## src/rtl/anfsqrt_seqctl.sv

```systemverilog
// anfsqrt_seqctl: fixed-latency sequential integer square root, one root bit per clock
module anfsqrt_seqctl #(
  parameter int WIDTH = 32
) (
  input  logic                clk,
  input  logic                rst,
  input  logic                in_valid,
  output logic                in_ready,
  input  logic [WIDTH-1:0]    in_rad,
  output logic                out_valid,
  input  logic                out_ready,
  output logic [WIDTH/2-1:0]  out_root,
  output logic [WIDTH/2:0]    out_rem,
  output logic                busy
);
  localparam int RW = WIDTH / 2;
  localparam int IW = (RW > 1) ? $clog2(RW) : 1;
  typedef enum logic [1:0] {IDLE, RUN, DONE} state_t;
  state_t           state_q;
  logic [WIDTH-1:0] rad_q;
  logic [RW-1:0]    res_q;
  logic [IW-1:0]    idx_q;
  logic [RW-1:0]    root_q;
  logic [RW:0]      rem_q;
  logic [RW-1:0]    att;
  logic [RW-1:0]    res_d;
  logic [WIDTH-1:0] sq;
  logic [WIDTH-1:0] rem_d;
  assign in_ready  = (state_q == IDLE);
  assign out_valid = (state_q == DONE);
  assign busy      = (state_q == RUN);
  assign out_root  = root_q;
  assign out_rem   = rem_q;
  // trial bit for this step; att < 2^RW so its square never overflows WIDTH bits
  always_comb begin
    att   = res_q | (RW'(1) << idx_q);
    sq    = WIDTH'(att) * WIDTH'(att);
    res_d = (sq <= rad_q) ? att : res_q;
    rem_d = rad_q - WIDTH'(res_d) * WIDTH'(res_d);
  end
  // control FSM and iteration registers; result registered on the last step
  always_ff @(posedge clk or posedge rst) begin
    if (rst) begin
      state_q <= IDLE;
      rad_q   <= '0;
      res_q   <= '0;
      idx_q   <= '0;
      root_q  <= '0;
      rem_q   <= '0;
    end else begin
      case (state_q)
        IDLE: if (in_valid) begin
          rad_q   <= in_rad;
          res_q   <= '0;
          idx_q   <= IW'(RW - 1);
          state_q <= RUN;
        end
        RUN: begin
          res_q <= res_d;
          if (idx_q == '0) begin
            state_q <= DONE;
            root_q  <= res_d;
            rem_q   <= rem_d[RW:0];
          end else begin
            idx_q <= idx_q - IW'(1);
          end
        end
        DONE: if (out_ready) state_q <= IDLE;
        default: state_q <= IDLE;
      endcase
    end
  end
endmodule

```

## config.mk

```make
export PLATFORM = sky130hd
export DESIGN_NAME = anfsqrt_seqctl
export DESIGN_NICKNAME = d
export VERILOG_FILES = /design/src/rtl/anfsqrt_seqctl.sv
export SDC_FILE = /design/constraint.sdc
export NUM_CORES = 1
export LEC_CHECK = 0
export ABC_AREA = 1
export BUFFER_PORTS_ARGS = -buffer_cell sky130_fd_sc_hd__buf_2
export CAP_MARGIN = 20
export CORE_MARGIN = 3
export CORE_UTILIZATION = 29
export CTS_CLUSTER_SIZE = 20
export DETAILED_ROUTE_END_ITERATION = 7
export PLACE_DENSITY_LB_ADDON = 0.25
export SLEW_MARGIN = 25
export SYNTH_ARGS = -nofsm -noshare
export SYNTH_HDL_FRONTEND = slang
export SYNTH_SLANG_ARGS = --single-unit
```

## constraint.sdc

```tcl
create_clock -name clk -period 21 [get_ports clk]
set_input_delay 2.1 -clock clk [delete_from_list [all_inputs] [get_ports clk]]
set_output_delay 2.1 -clock clk [all_outputs]
set_load 0.01 [all_outputs]
```

* Word-level counts from Yosys, hierarchy flattened *
Cells that the tools add are included.

operators by class
  $mul = 2
  shift operators = 1
  multiplexer cells = 10
  bitwise gates (word level) = 1
  $lt $le $gt $ge = 1
  divide/modulo/power cells = 0
  reductions and logical operators = 8
  equality and inequality tests = 6
  add/subtract/negate cells = 2

operator list
  kind                                                   number
  less-or-equal comparator 32 bit                        1
  multiplier 16 x 16 -> 32 bit                           1
  2-to-1 mux 16 bit                                      2
  one-hot mux 16 bit (2 select lines)                    1
  multiplier 16 x 16 -> 17 bit                           1
  subtractor 17 bit                                      1
  OR 16 bit                                              1
  << shifter 1 x 4 -> 16 bit, first input constant       1
  2-to-1 mux 4 bit                                       2
  one-hot mux 4 bit (2 select lines)                     1
  2-to-1 mux 2 bit                                       3
  one-hot mux 2 bit (3 select lines)                     1
  AND reduction 2 bit                                    3
  AND reduction 3 bit                                    2
  zero test 4 bit                                        1
  inequality test 2 x 1 -> 1 bit, second input constant  2
  inequality test 2 bit, second input constant           2
  subtractor 4 x 1 -> 4 bit, second input constant       1
  == test 2 x 1 -> 1 bit, second input constant          1
  == test 2 bit, second input constant                   1
  zero test 2 bit                                        1
  nonzero test 2 bit                                     1

storage, ports and cells
  output and inout port bits = 36
  memories = 0
  ROM bits = 0
  RAM bits = 0
  latch bits = 0
  bits in registers = 87
  input port bits = 36

* Longest topological paths before layout *
Gate-level depths: netlist (run 1).

  depth in word-level cells = 7
  gate-level depth with buffers = 73
  mapped depth without buffers = 73

* Worst setup path before layout (run 1) *
OpenSTA, ideal clock, no wires.

  kind = reg2reg
  from = register idx_q[0]
  to = register rem_q[16] (netlist: out_rem[16])
  slack = 8.319 ns
  buffers on the path = 3
  data arrival time = 12.564 ns
  stages on the path, launching flop included = 65
  path through = dfrtp_1 -> inv_1 -> ha_1 -> nand2_1 -> o21ai_1 -> clkbuf_1 -> nand2_1 -> fa_1 -> fa_1 -> inv_1 -> fa_1 -> fa_1 -> fa_1 -> inv_1 -> fa_1 -> inv_1 -> ha_1 -> a21oi_1 -> [29 not listed] -> fa_1 -> fa_1 -> inv_1 -> fa_1 -> inv_1 -> ha_1 -> nand2_1 -> inv_1 -> a221oi_1 -> inv_1 -> a221oi_1 -> inv_1 -> nand2_1 -> nand2_1 -> inv_1 -> nand3_1 -> nand3_1 -> nand2_1

between the ends
  cells in the longest elaborated chain, start to end = 7
  elaborated cells on any way between the ends = 9
  those cells by class = add/sub (1); mul (2); order compare (1); shift (1); mux (1); bitwise (1); reduce/logical (2)

ends and longest elaborated chain
  item                             RTL line  source
  from (decl)                      22        logic [IW-1:0] idx_q;
  from (signal assigned)           55        idx_q <= IW'(RW - 1);
  from (signal assigned)           65        idx_q <= idx_q - IW'(1);
  << shifter 1 x 4 -> 16 bit       36        att = res_q | (RW'(1) << idx_q);
  OR 16 bit                        36
  multiplier 16 x 16 -> 32 bit     37        sq = WIDTH'(att) * WIDTH'(att);
  less-or-equal comparator 32 bit  38        res_d = (sq <= rad_q) ? att : res_q;
  2-to-1 mux 16 bit                38
  multiplier 16 x 16 -> 17 bit     39        rem_d = rad_q - WIDTH'(res_d) * WIDTH'(res_d);
  subtractor 17 bit                39
  to (signal assigned)             63        rem_q <= rem_d[RW:0];
  to (decl)                        24        logic [RW:0] rem_q;

Several ways; a longest one is shown, not always the timed one.
A chain may end at the register's enable or synchronous reset.

* Worst setup path after layout (run 1) *
  from = register idx_q[3]
  to = register rem_q[16] (netlist: out_rem[16])

The elaborated chain is that of the path after synthesis.

==> impl_results.md, run 1 <==
- Cell depth of the worst hold path: 2
- Full die area: 58520 sq um
- Total instance count after detailed placement: 2747
- Final weighted congestion in routability-driven placement: 0.8408
- Count of buffering cells on the critical path with inverters included: 15
- Wire length of the first global-routing pass: 68.14 mm
- CTS tree: built
- Cell area after synthesis: 16140 sq um
- MaxCap Viol Count: 0
- Detailed Route Iter0 Violations: 540
- DR WL/cell: 15.00 um
- Outcome: finished, final reports clean
- Data required time of the worst path: 21.27 ns
- Leading cell type in the layout, fill and taps excluded: sky130_fd_sc_hd__inv_1
- Register area share after synthesis: 0.1349
- Data arrival time of the critical path: 14.59 ns
- Post-Layout Inst Area: 17710 sq um
- Count of warnings emitted by yosys: 0
- Number of global-route vias before repair: 13009
- Share of layout cells above drive strength 1: 0.08449
- Worst-case reg-to-reg path depth: 60
- Core box area: ~54000 sq um
- Estimated wirelength of the detail-placed design: 33.10 mm
- DRC viols: 0
- Clk_skew: 0.01117 ns
- Number of hold buffers added after CTS: 0
- Initial core utilization: 0.2964
- Pre-antenna DRT Iters: 5
- # IOs: 72
- Overflow left after global routing: 0
- Remaining number of nets flagged by the antenna check after routing: 0
- Area of combinational cells with multiple inputs: 11680 sq um
- Clock latency at the later pin of the worst-skew pair: 0.38 ns
- Synth-to-Final Area Change: 9.769%
- Synthesized instance count: 1967
- Most used cells in the layout excluding fill and tap cells: sky130_fd_sc_hd__inv_1 (549), sky130_fd_sc_hd__nand2_1 (348), sky130_fd_sc_hd__fa_1 (261), sky130_fd_sc_hd__ha_1 (187), sky130_fd_sc_hd__nor2_1 (118)
- Die extent in x: between 200 and 250 um
- Total wirelength of the detailed-routed design: 41.45 mm
- Unrepaired setup endpoints after global routing: false
- Final setup violation count: 0
- Antenna fix cells: 0
- Total count of max-transition violations in the final report: 0
- Floorplan die height: 241.9 um
- Total negative slack: 0 ns
- Final min period: 14.32 ns
- Number of hold-slack violations in the final timing report: 0
- Count of input and output buffers: 71
- Antenna violations before repair: 0
- Clock root cell: sky130_fd_sc_hd__clkbuf_16
- Total number of vias: about 12000
- Deepest clock path buffer count: 2
- Tightest hold margin: 0.4767 ns
- Worst Setup Path Type: flip-flop to flip-flop
- Post-DR vias/cell: 4.409
- Maximum number of pins on one net before global-route repair: 65
- Syn avg cell area: ~8 sq um
- Peak clock frequency supported by timing: 0.06983 GHz
- TritonCTS Sinks: 87
- Standard-cell rows: 85
- Total global-route track usage: 0.1465
- Master of the slowest instance on the critical path: sky130_fd_sc_hd__o21ai_2
- Most used flip-flop cell after synthesis: sky130_fd_sc_hd__dfrtp_1
- EDFF count, synth: 0
- Slew @ Worst Pin: between 1 and 1.5 ns
- Fin nets: 2503
- Sequential cell area: 2177 sq um
- Synthesized Nets: between 2000 and 2500
- Synthesized flop and latch total: 87
- Cts bufs inserted: 9
- Number of filler cells placed in the layout: 5863
- Post-synthesis async set-or-reset flop share: 1.000
- Critical path capture point type: flip-flop
- Number of post-CTS setup repair buffers: 0
- Critical Path Fanout Max: 15
- Largest stage delay on the critical path: 0.79 ns
- Cell repeated most along the worst path: sky130_fd_sc_hd__inv_1
- Gate family responsible for the most delay along the worst path: adder cells
- Path type of the worst min-delay path: flip-flop to flip-flop
- H-tree depth: 3
- Number of gates resized after CTS: 0
- Final period utilization: 0.6819
- Cell count along the critical path: 60
- Fin cells: 2763
- Critical Path Start Type: flip-flop
- Area of placed instances: 17360 sq um
- Clock slew at reported path FFs: about 0.070 ns
- Post-synth cell types: 52
- Normalized max-slew margin: 0.3124
## cells by family (layout without fill, tap and decap cells)
| group | Yosys count | count (layout) | share of synthesized area |
|---|---|---|---|
| compound gates | 208 | 208 | 0.07304 |
| xor+xnor | 54 | 54 | 0.02977 |
| fa+ha+maj | 448 | 448 | 0.4688 |
| buf+inv | 606 | 663 | 0.1428 |
| flops | 87 | 87 | 0.1349 |
| mux | 1 | 1 | 0.0006977 |
| simple gates | 563 | 563 | 0.1500 |
## final cells by class
class,instances,area share
clock buffer,9,0.01271
inverter,559,0.1186
multi-input combinational,1274,0.6592
tap,739,0.05220
sequential,87,0.1229
clock inverter,7,0.007134
timing repair buffer,88,0.02726
## cells in the mapped netlist, types with 2 or more instances
cell,instances,area (sq um)
sky130_fd_sc_hd__buf_2,2,10.01
sky130_fd_sc_hd__a21o_1,4,30.03
sky130_fd_sc_hd__nand2_2,13,81.33
sky130_fd_sc_hd__fa_1,261,5225
sky130_fd_sc_hd__inv_2,7,26.28
sky130_fd_sc_hd__a31o_2,2,17.52
sky130_fd_sc_hd__clkinv_1,2,7.510
sky130_fd_sc_hd__ha_1,187,2340
sky130_fd_sc_hd__nand3_2,7,70.07
sky130_fd_sc_hd__xnor2_1,24,210.2
sky130_fd_sc_hd__o21bai_1,5,37.54
sky130_fd_sc_hd__o21ai_2,10,87.58
sky130_fd_sc_hd__nand3_1,36,180.2
sky130_fd_sc_hd__a21boi_0,2,15.01
sky130_fd_sc_hd__clkbuf_1,41,153.9
sky130_fd_sc_hd__a2111oi_0,2,17.52
sky130_fd_sc_hd__nand2_4,6,67.56
sky130_fd_sc_hd__nor2_4,2,22.52
sky130_fd_sc_hd__dfrtp_1,87,2177
sky130_fd_sc_hd__o31ai_1,3,22.52
sky130_fd_sc_hd__inv_1,550,2064
sky130_fd_sc_hd__nand4_1,5,31.28
sky130_fd_sc_hd__xor2_1,29,254.0
sky130_fd_sc_hd__a221oi_1,3,26.28
sky130_fd_sc_hd__or2_2,4,25.02
sky130_fd_sc_hd__a31oi_1,6,37.54
sky130_fd_sc_hd__a21oi_1,67,335.3
sky130_fd_sc_hd__nand2_1,348,1306
sky130_fd_sc_hd__nand3_4,4,70.07
sky130_fd_sc_hd__o21a_1,2,15.01
sky130_fd_sc_hd__nor4_1,2,12.51
sky130_fd_sc_hd__o21ai_0,79,395.4
sky130_fd_sc_hd__nor2_1,119,446.7
sky130_fd_sc_hd__nor2_2,3,18.77
sky130_fd_sc_hd__nor3_1,9,45.04
sky130_fd_sc_hd__nand3b_1,3,22.52
sky130_fd_sc_hd__o21ai_1,16,80.08
## worst min-delay path, delay by kind of cell (launching register included)
family | cells | cell delay, ns
compound gates | 1 | 0.05
simple gates | 1 | 0.05
flops | 1 | 0.34
## per-layer routing
| layer | share of wire | wire length (um) | vias up | track usage |
|---|---|---|---|---|
| met5 | 0 | 0 | - | 0 |
| met4 | 0.017 | 712 | 0 | 0.03448 |
| met3 | 0.037 | 1542 | 46 | 0.02291 |
| met2 | 0.47 | 19590 | 191 | 0.2452 |
| met1 | 0.47 | 19600 | 6008 | 0.1993 |
| li1 | - | - | 5936 | - |
## flip-flops by register name, summed over array words and instances (netlist names)
name	count
rad_q	32
out_rem	17
out_root	16
res_q	16
idx_q	4
state_q	2
## per-stage QoR
stage,setup WS [ns],util
floorplan,8.319,-
global placement,6.638,0.3186
detailed placement,6.686,0.3187
CTS,6.638,0.3252
global route,5.607,0.3253
finish,6.679,0.3253
## path summary, 6_finish.rpt
| kind | startpoint | to | slack, ns |
|---|---|---|---|
| min in group asynchronous | rst | out_rem[2] | 1.78 |
| max | idx_q[3] | out_rem[16] | 6.68 |
| max reg2reg | idx_q[3] | out_rem[16] | 6.68 |
| max in group asynchronous | rst | rad_q[27] | 18.13 |
| min reg2reg | out_rem[11] | out_rem[11] | 0.48 |
| min | out_rem[11] | out_rem[11] | 0.48 |
Power of run 1 is left out: the tool's default activity adds up to more than one toggle a clock period on the data nets, which glitch-free logic cannot reach.
==> run 2: changes to the inputs <==
Clock period 21 ns to 11.8 ns, I/O delays scaled along.
==> run 2 against run 1 <==
The run now ends with setup timing left. Via count rose by 14%. Register-to-register slack got worse by 7.4 ns. Die area did not move. Fmax rose by 14%. First-iteration DRC count fell by 1.9%. Count of clock-buffer cells in the layout rose by 1. Global-route usage rose by 1.5 points. Non-clock buffer count rose by 422. Largest cell class unchanged.
==> impl_results.md, run 2 (synthesis gave the netlist of run 1 again) <==
- Cell depth of the worst hold path: 2
- Antenna fix cells: 0
- Initial core utilization: 0.2964
- Total number of vias: 13888
- Worst Setup Path Type: flip-flop to flip-flop
- MaxCap Viol Count: 0
- Full die area: roughly 59000 sq um
- Detailed Route Iter0 Violations: 530
- Cts bufs inserted: 9
- Clock latency at the later pin of the worst-skew pair: 0.38 ns
- Number of hold buffers added after CTS: 0
- End point of the worst hold path: out_rem[5]
- DRC viols: 0
- Leading cell type in the layout, fill and taps excluded: sky130_fd_sc_hd__inv_1
- Count of input and output buffers: 71
- Deepest clock path buffer count: 2
- Largest stage delay on the critical path: roughly 0.54 ns
- Core box area: 54450 sq um
- Flip-flop count of the largest register, all copies and words added: 32
- Wire length of the first global-routing pass: 76.69 mm
- Hold path startpoint: out_rem[5]
- H-tree depth: 3
- Worst-case reg-to-reg path depth: 64
- Data required time of the worst path: 12.06 ns
- TritonCTS Sinks: 87
- Peak clock frequency supported by timing: 0.07963 GHz
- Path type of the worst min-delay path: flip-flop to flip-flop
- Number of hold-slack violations in the final timing report: 0
- Floorplan die height: ~240 um
- Outcome: finished with violations
- Clock slew at reported path FFs: ~0.08 ns
- Overflow left after global routing: 0
- Worst setup slack for register-to-register paths: -0.76 ns
- Number of global-route vias before repair: 15077
- Standard-cell rows: 85
- Post-DR vias/cell: 4.359
- Antenna violations before repair: 1
- Total count of max-transition violations in the final report: 0
- Setup ws final: -0.7583 ns
- Share of layout cells above drive strength 1: 0.3339
- Clock root cell: sky130_fd_sc_hd__clkbuf_16
- Final setup violation count: 8
- CTS tree: built
- Slew @ Worst Pin: 0.8852 ns
- Register name with the most flops: rad_q
- Data arrival time of the critical path: 12.82 ns
- Die extent in x: 241.9 um
- Normalized max-slew margin: 0.4098
- Fin nets: 2926
- Final min period: 12.56 ns
- Gate family responsible for the most delay along the worst path: adder cells
- Master of the slowest instance on the critical path: sky130_fd_sc_hd__fa_1
- Final period utilization: 1.064
- Unrepaired setup endpoints after global routing: true
- Failing checks: setup timing
- Remaining number of nets flagged by the antenna check after routing: 0
- Most used cells in the layout excluding fill and tap cells: sky130_fd_sc_hd__inv_1 (507), sky130_fd_sc_hd__buf_4 (388), sky130_fd_sc_hd__nand2_1 (305), sky130_fd_sc_hd__fa_1 (254), sky130_fd_sc_hd__ha_1 (152)
- Cell repeated most along the worst path: sky130_fd_sc_hd__fa_1
- Total wirelength of the detailed-routed design: roughly 47 mm
- Count of buffering cells on the critical path with inverters included: 21
- Synth-to-Final Area Change: 39.55%
- Estimated wirelength of the detail-placed design: 38.86 mm
- Critical Path Start Type: flip-flop
- DR WL/cell: 14.62 um
- Clk_skew: 0.01101 ns
- Critical Path Fanout Max: 7
- Pre-antenna DRT Iters: 7
- Maximum number of pins on one net before global-route repair: 65
- Crit Reg-Reg Startpoint: idx_q[1]
- Endpoint of the worst-slack reg-to-reg timing path: out_rem[16]
- Total negative slack: -3.266 ns
- Final weighted congestion in routability-driven placement: 0.9183
- # IOs: a little over 70
- Critical path capture point type: flip-flop
- Total global-route track usage: 0.1620
run 2: final cells by class:
class	count	area, sq um
clock buffer	10	229.0
inverter	559	2116
timing repair buffer	510	3986
clock inverter	6	52.55
fill	5504	31930
sequential	87	2180
tap	739	924.6
multi-input combinational	1275	13030
run 2: through the flow:
stage	utilization	hold slack (ns)	instance area [sq um]	worst slack [ns]	cells
after floorplan	-	0.4736	16830	-0.003684	1967
after global placement	0.3757	0.4612	20460	-1.032	3079
after detailed placement	0.3757	0.4677	20460	-1.178	3079
after CTS	0.3926	0.4862	21380	-0.6875	3136
after global routing	0.4136	0.4989	22520	-1.369	3186
final	0.4136	0.4781	22520	-0.7583	3186
run 2: worst max-delay path by stage:
stage / start / end / slack [ns] / cells past startpoint
2_1_floorplan: idx_q[1] / out_rem[16] / -0.004 / 67
3_3_place_gp: idx_q[0] / out_rem[16] / -1.03 / 61
3_5_place_dp: idx_q[0] / out_rem[16] / -1.18 / 54
4_1_cts: idx_q[1] / out_rem[16] / -0.69 / 67
5_1_grt: idx_q[1] / out_rem[16] / -1.37 / 66
6_report: idx_q[1] / out_rem[16] / -0.76 / 64
run 2: worst register-to-register path: cells and delay by family, from the launching register on:
family | cells | cell delay, ns
adders and majority gates | 16 | 6.88
AOI/OAI and AO/OA | 11 | 1.82
buffers and inverters | 21 | 1.64
and+or+nand+nor | 15 | 1.51
xor gates and xnor gates | 1 | 0.13
DFF | 1 | 0.47
run 2: what timing repair did:
action / 4_1_cts / 5_1_grt
cloned: 1 / 1
buffers inserted: 40 / 51
setup endpoints to repair: 10 / 12
gates resized for setup: 73 / 181
pin swaps: 43 / 145
run 2: routing by layer:
metal | track usage | vias up | wire length [um]
li1 | - | 6794 | -
met1 | 0.1970 | 6861 | 19580
met4 | 0.03695 | 0 | 924
met3 | 0.02059 | 47 | 1211
met5 | 0 | - | 0
met2 | 0.3032 | 186 | 24870
Power of run 2 is left out for the same reason.
==> run 3: changes to the inputs <==
Settings changed: MAX_ROUTING_LAYER set to met4.
==> run 3 against run 2 <==
The run still ends with setup timing left. First-iteration DRC count decreased by 0.19%. Cell area increased by 1.4%. Sequential share of layout area decreased by 0.14 points. Register-to-register slack improved by 0.07 ns. Flip-flop and latch count unchanged. Cell count increased by 0.66%. Core utilization increased by 0.58 points. Fmax increased by 0.54%. Clock skew increased by 0.0024 ns. Global-route usage increased by 0.41 points. Count of clock-buffer cells in the layout increased by 1. Die area unchanged.
==> impl_results.md, run 3 (synthesis gave the netlist of run 1 again) <==
- Outcome: finished with violations
- Failing checks: setup timing
- Total count of max-transition violations in the final report: 0
- Die extent in x: 241.9 um
- Unrepaired setup endpoints after global routing: true
- Detailed Route Iter0 Violations: 529
- Post-DR vias/cell: 4.310
- Count of input and output buffers: 71
- Final weighted congestion in routability-driven placement: 0.8805
- Data arrival time of the critical path: 12.75 ns
- Pre-antenna DRT Iters: 5
- Number of filler cells placed in the layout: ~5500
- Share of layout cells above drive strength 1: 0.3424
- Peak clock frequency supported by timing: approximately 0.080 GHz
- Full die area: just under 60000 sq um
- Clock root cell: sky130_fd_sc_hd__clkbuf_16
- Data required time of the worst path: 12.06 ns
- Number of hold buffers added after CTS: 0
- Most used cells in the layout excluding fill and tap cells: sky130_fd_sc_hd__inv_1 (514), sky130_fd_sc_hd__buf_4 (385), sky130_fd_sc_hd__nand2_1 (307), sky130_fd_sc_hd__fa_1 (247), sky130_fd_sc_hd__ha_1 (146)
- TritonCTS Sinks: a little under 90
- Antenna violations before repair: 1
- CTS tree: built
- # IOs: 72
- Final min period: 12.49 ns
- DRC viols: 0
- Remaining number of nets flagged by the antenna check after routing: 0
- Wire length of the first global-routing pass: 76.25 mm
- Initial core utilization: 0.2964
- Master of the slowest instance on the critical path: sky130_fd_sc_hd__fa_1
- Total global-route track usage: 0.1660
- Number of global-route vias before repair: between 15000 and 20000
- Normalized max-slew margin: 0.4397
- Gate family responsible for the most delay along the worst path: adder cells
- Worst Setup Path Type: flip-flop to flip-flop
- Estimated wirelength of the detail-placed design: 38.13 mm
- MaxCap Viol Count: 0
- Placement Setup Slack: -1.246 ns
- Number of hold-slack violations in the final timing report: 0
- DR WL/cell: 14.48 um
- Slew @ Worst Pin: around 0.84 ns
- Deepest clock path buffer count: 2
- Setup ws final: -0.6907 ns
- Clock slew at reported path FFs: 0.07 ns
- Critical path capture point type: flip-flop
- Cell repeated most along the worst path: sky130_fd_sc_hd__fa_1
- Critical Path Start Type: flip-flop
- Final period utilization: 1.059
- Floorplan die height: 241.9 um
- Largest stage delay on the critical path: 0.59 ns
- Antenna fix cells: 0
- H-tree depth: 3
- Leading cell type in the layout, fill and taps excluded: sky130_fd_sc_hd__inv_1
- Critical Path Fanout Max: 7
- Fin nets: 2947
- Standard-cell rows: 85
- Cts bufs inserted: 9
- Flip-flop count of the largest register, all copies and words added: 32
- Overflow left after global routing: 0
- Clock latency at the later pin of the worst-skew pair: 0.37 ns
- Core box area: 54450 sq um
- Clk_skew: approximately 0.013 ns
- Total wirelength of the detailed-routed design: 46.44 mm
- Total number of vias: 13822
- Final setup violation count: 10
- Count of buffering cells on the critical path with inverters included: 18
- Path type of the worst min-delay path: flip-flop to flip-flop
- Synth-to-Final Area Change: 41.52%
- Register name with the most flops: rad_q
- Maximum number of pins on one net before global-route repair: 65
[run 3: worst reg2reg max path, delay by kind of cell, from the launching register on]
family / cells / cell delay [ns]
buf+inv: 18 / 1.76
xor+xnor: 1 / 0.17
simple gates: 17 / 1.81
flops: 1 / 0.45
fa+ha+maj: 16 / 6.97
compound gates: 7 / 1.20
[run 3: metal layers]
layer  share of wire  up-vias  wire length, um  global-route usage
li1                -     6829                -                   -
met1            0.43     6796            19740              0.1954
met2            0.54      155            24860              0.3053
met3           0.023       42             1048             0.01915
met4           0.017        0              796             0.03306
met5               0        -                0                   -
[run 3: area by class of cell]
class	count	area, sq um	share of cell area
clock inverter	5	40.04	0.001753
sequential	87	2178	0.09538
tap	739	924.6	0.04049
clock buffer	11	242.7	0.01063
timing repair buffer	531	4229	0.1852
multi-input combinational	1275	13110	0.5739
inverter	559	2116	0.09264
[run 3: what timing repair did]
item                       4_1_cts  5_1_grt
pin swaps                      133       60
setup buffers                  107       25
resized for setup              200       96
setup endpoints to repair       12       13
cloned                           1        0
[run 3: path summary, 6_finish.rpt]
| check | from | end | slack, ns | cells after the start |
|---|---|---|---|---|
| setup / recovery | idx_q[0] | out_rem[16] | -0.69 | 59 |
| hold reg to reg | out_rem[14] | out_rem[14] | 0.48 | 2 |
| hold / removal | out_rem[14] | out_rem[14] | 0.48 | 2 |
| max in group asynchronous | rst | rad_q[25] | 9.85 | 3 |
| min in group asynchronous | rst | out_rem[1] | 0.85 | 2 |
| setup reg to reg | idx_q[0] | out_rem[16] | -0.69 | 59 |
[run 3: metrics by stage]
stage | setup TNS, ns | area [sq um] | cells | utilization | hold slack [ns]
floorplan | -0.003684 | 16830 | 1967 | - | 0.4736
global placement | -6.851 | 20510 | 3086 | 0.3766 | 0.4630
detailed placement | -8.507 | 20510 | 3086 | 0.3766 | 0.4681
CTS | -3.179 | 22390 | 3205 | 0.4112 | 0.4871
global route | -10.92 | 22840 | 3207 | 0.4194 | 0.5065
finish | -4.091 | 22840 | 3207 | 0.4194 | 0.4800
Power of run 3 is left out for the same reason.
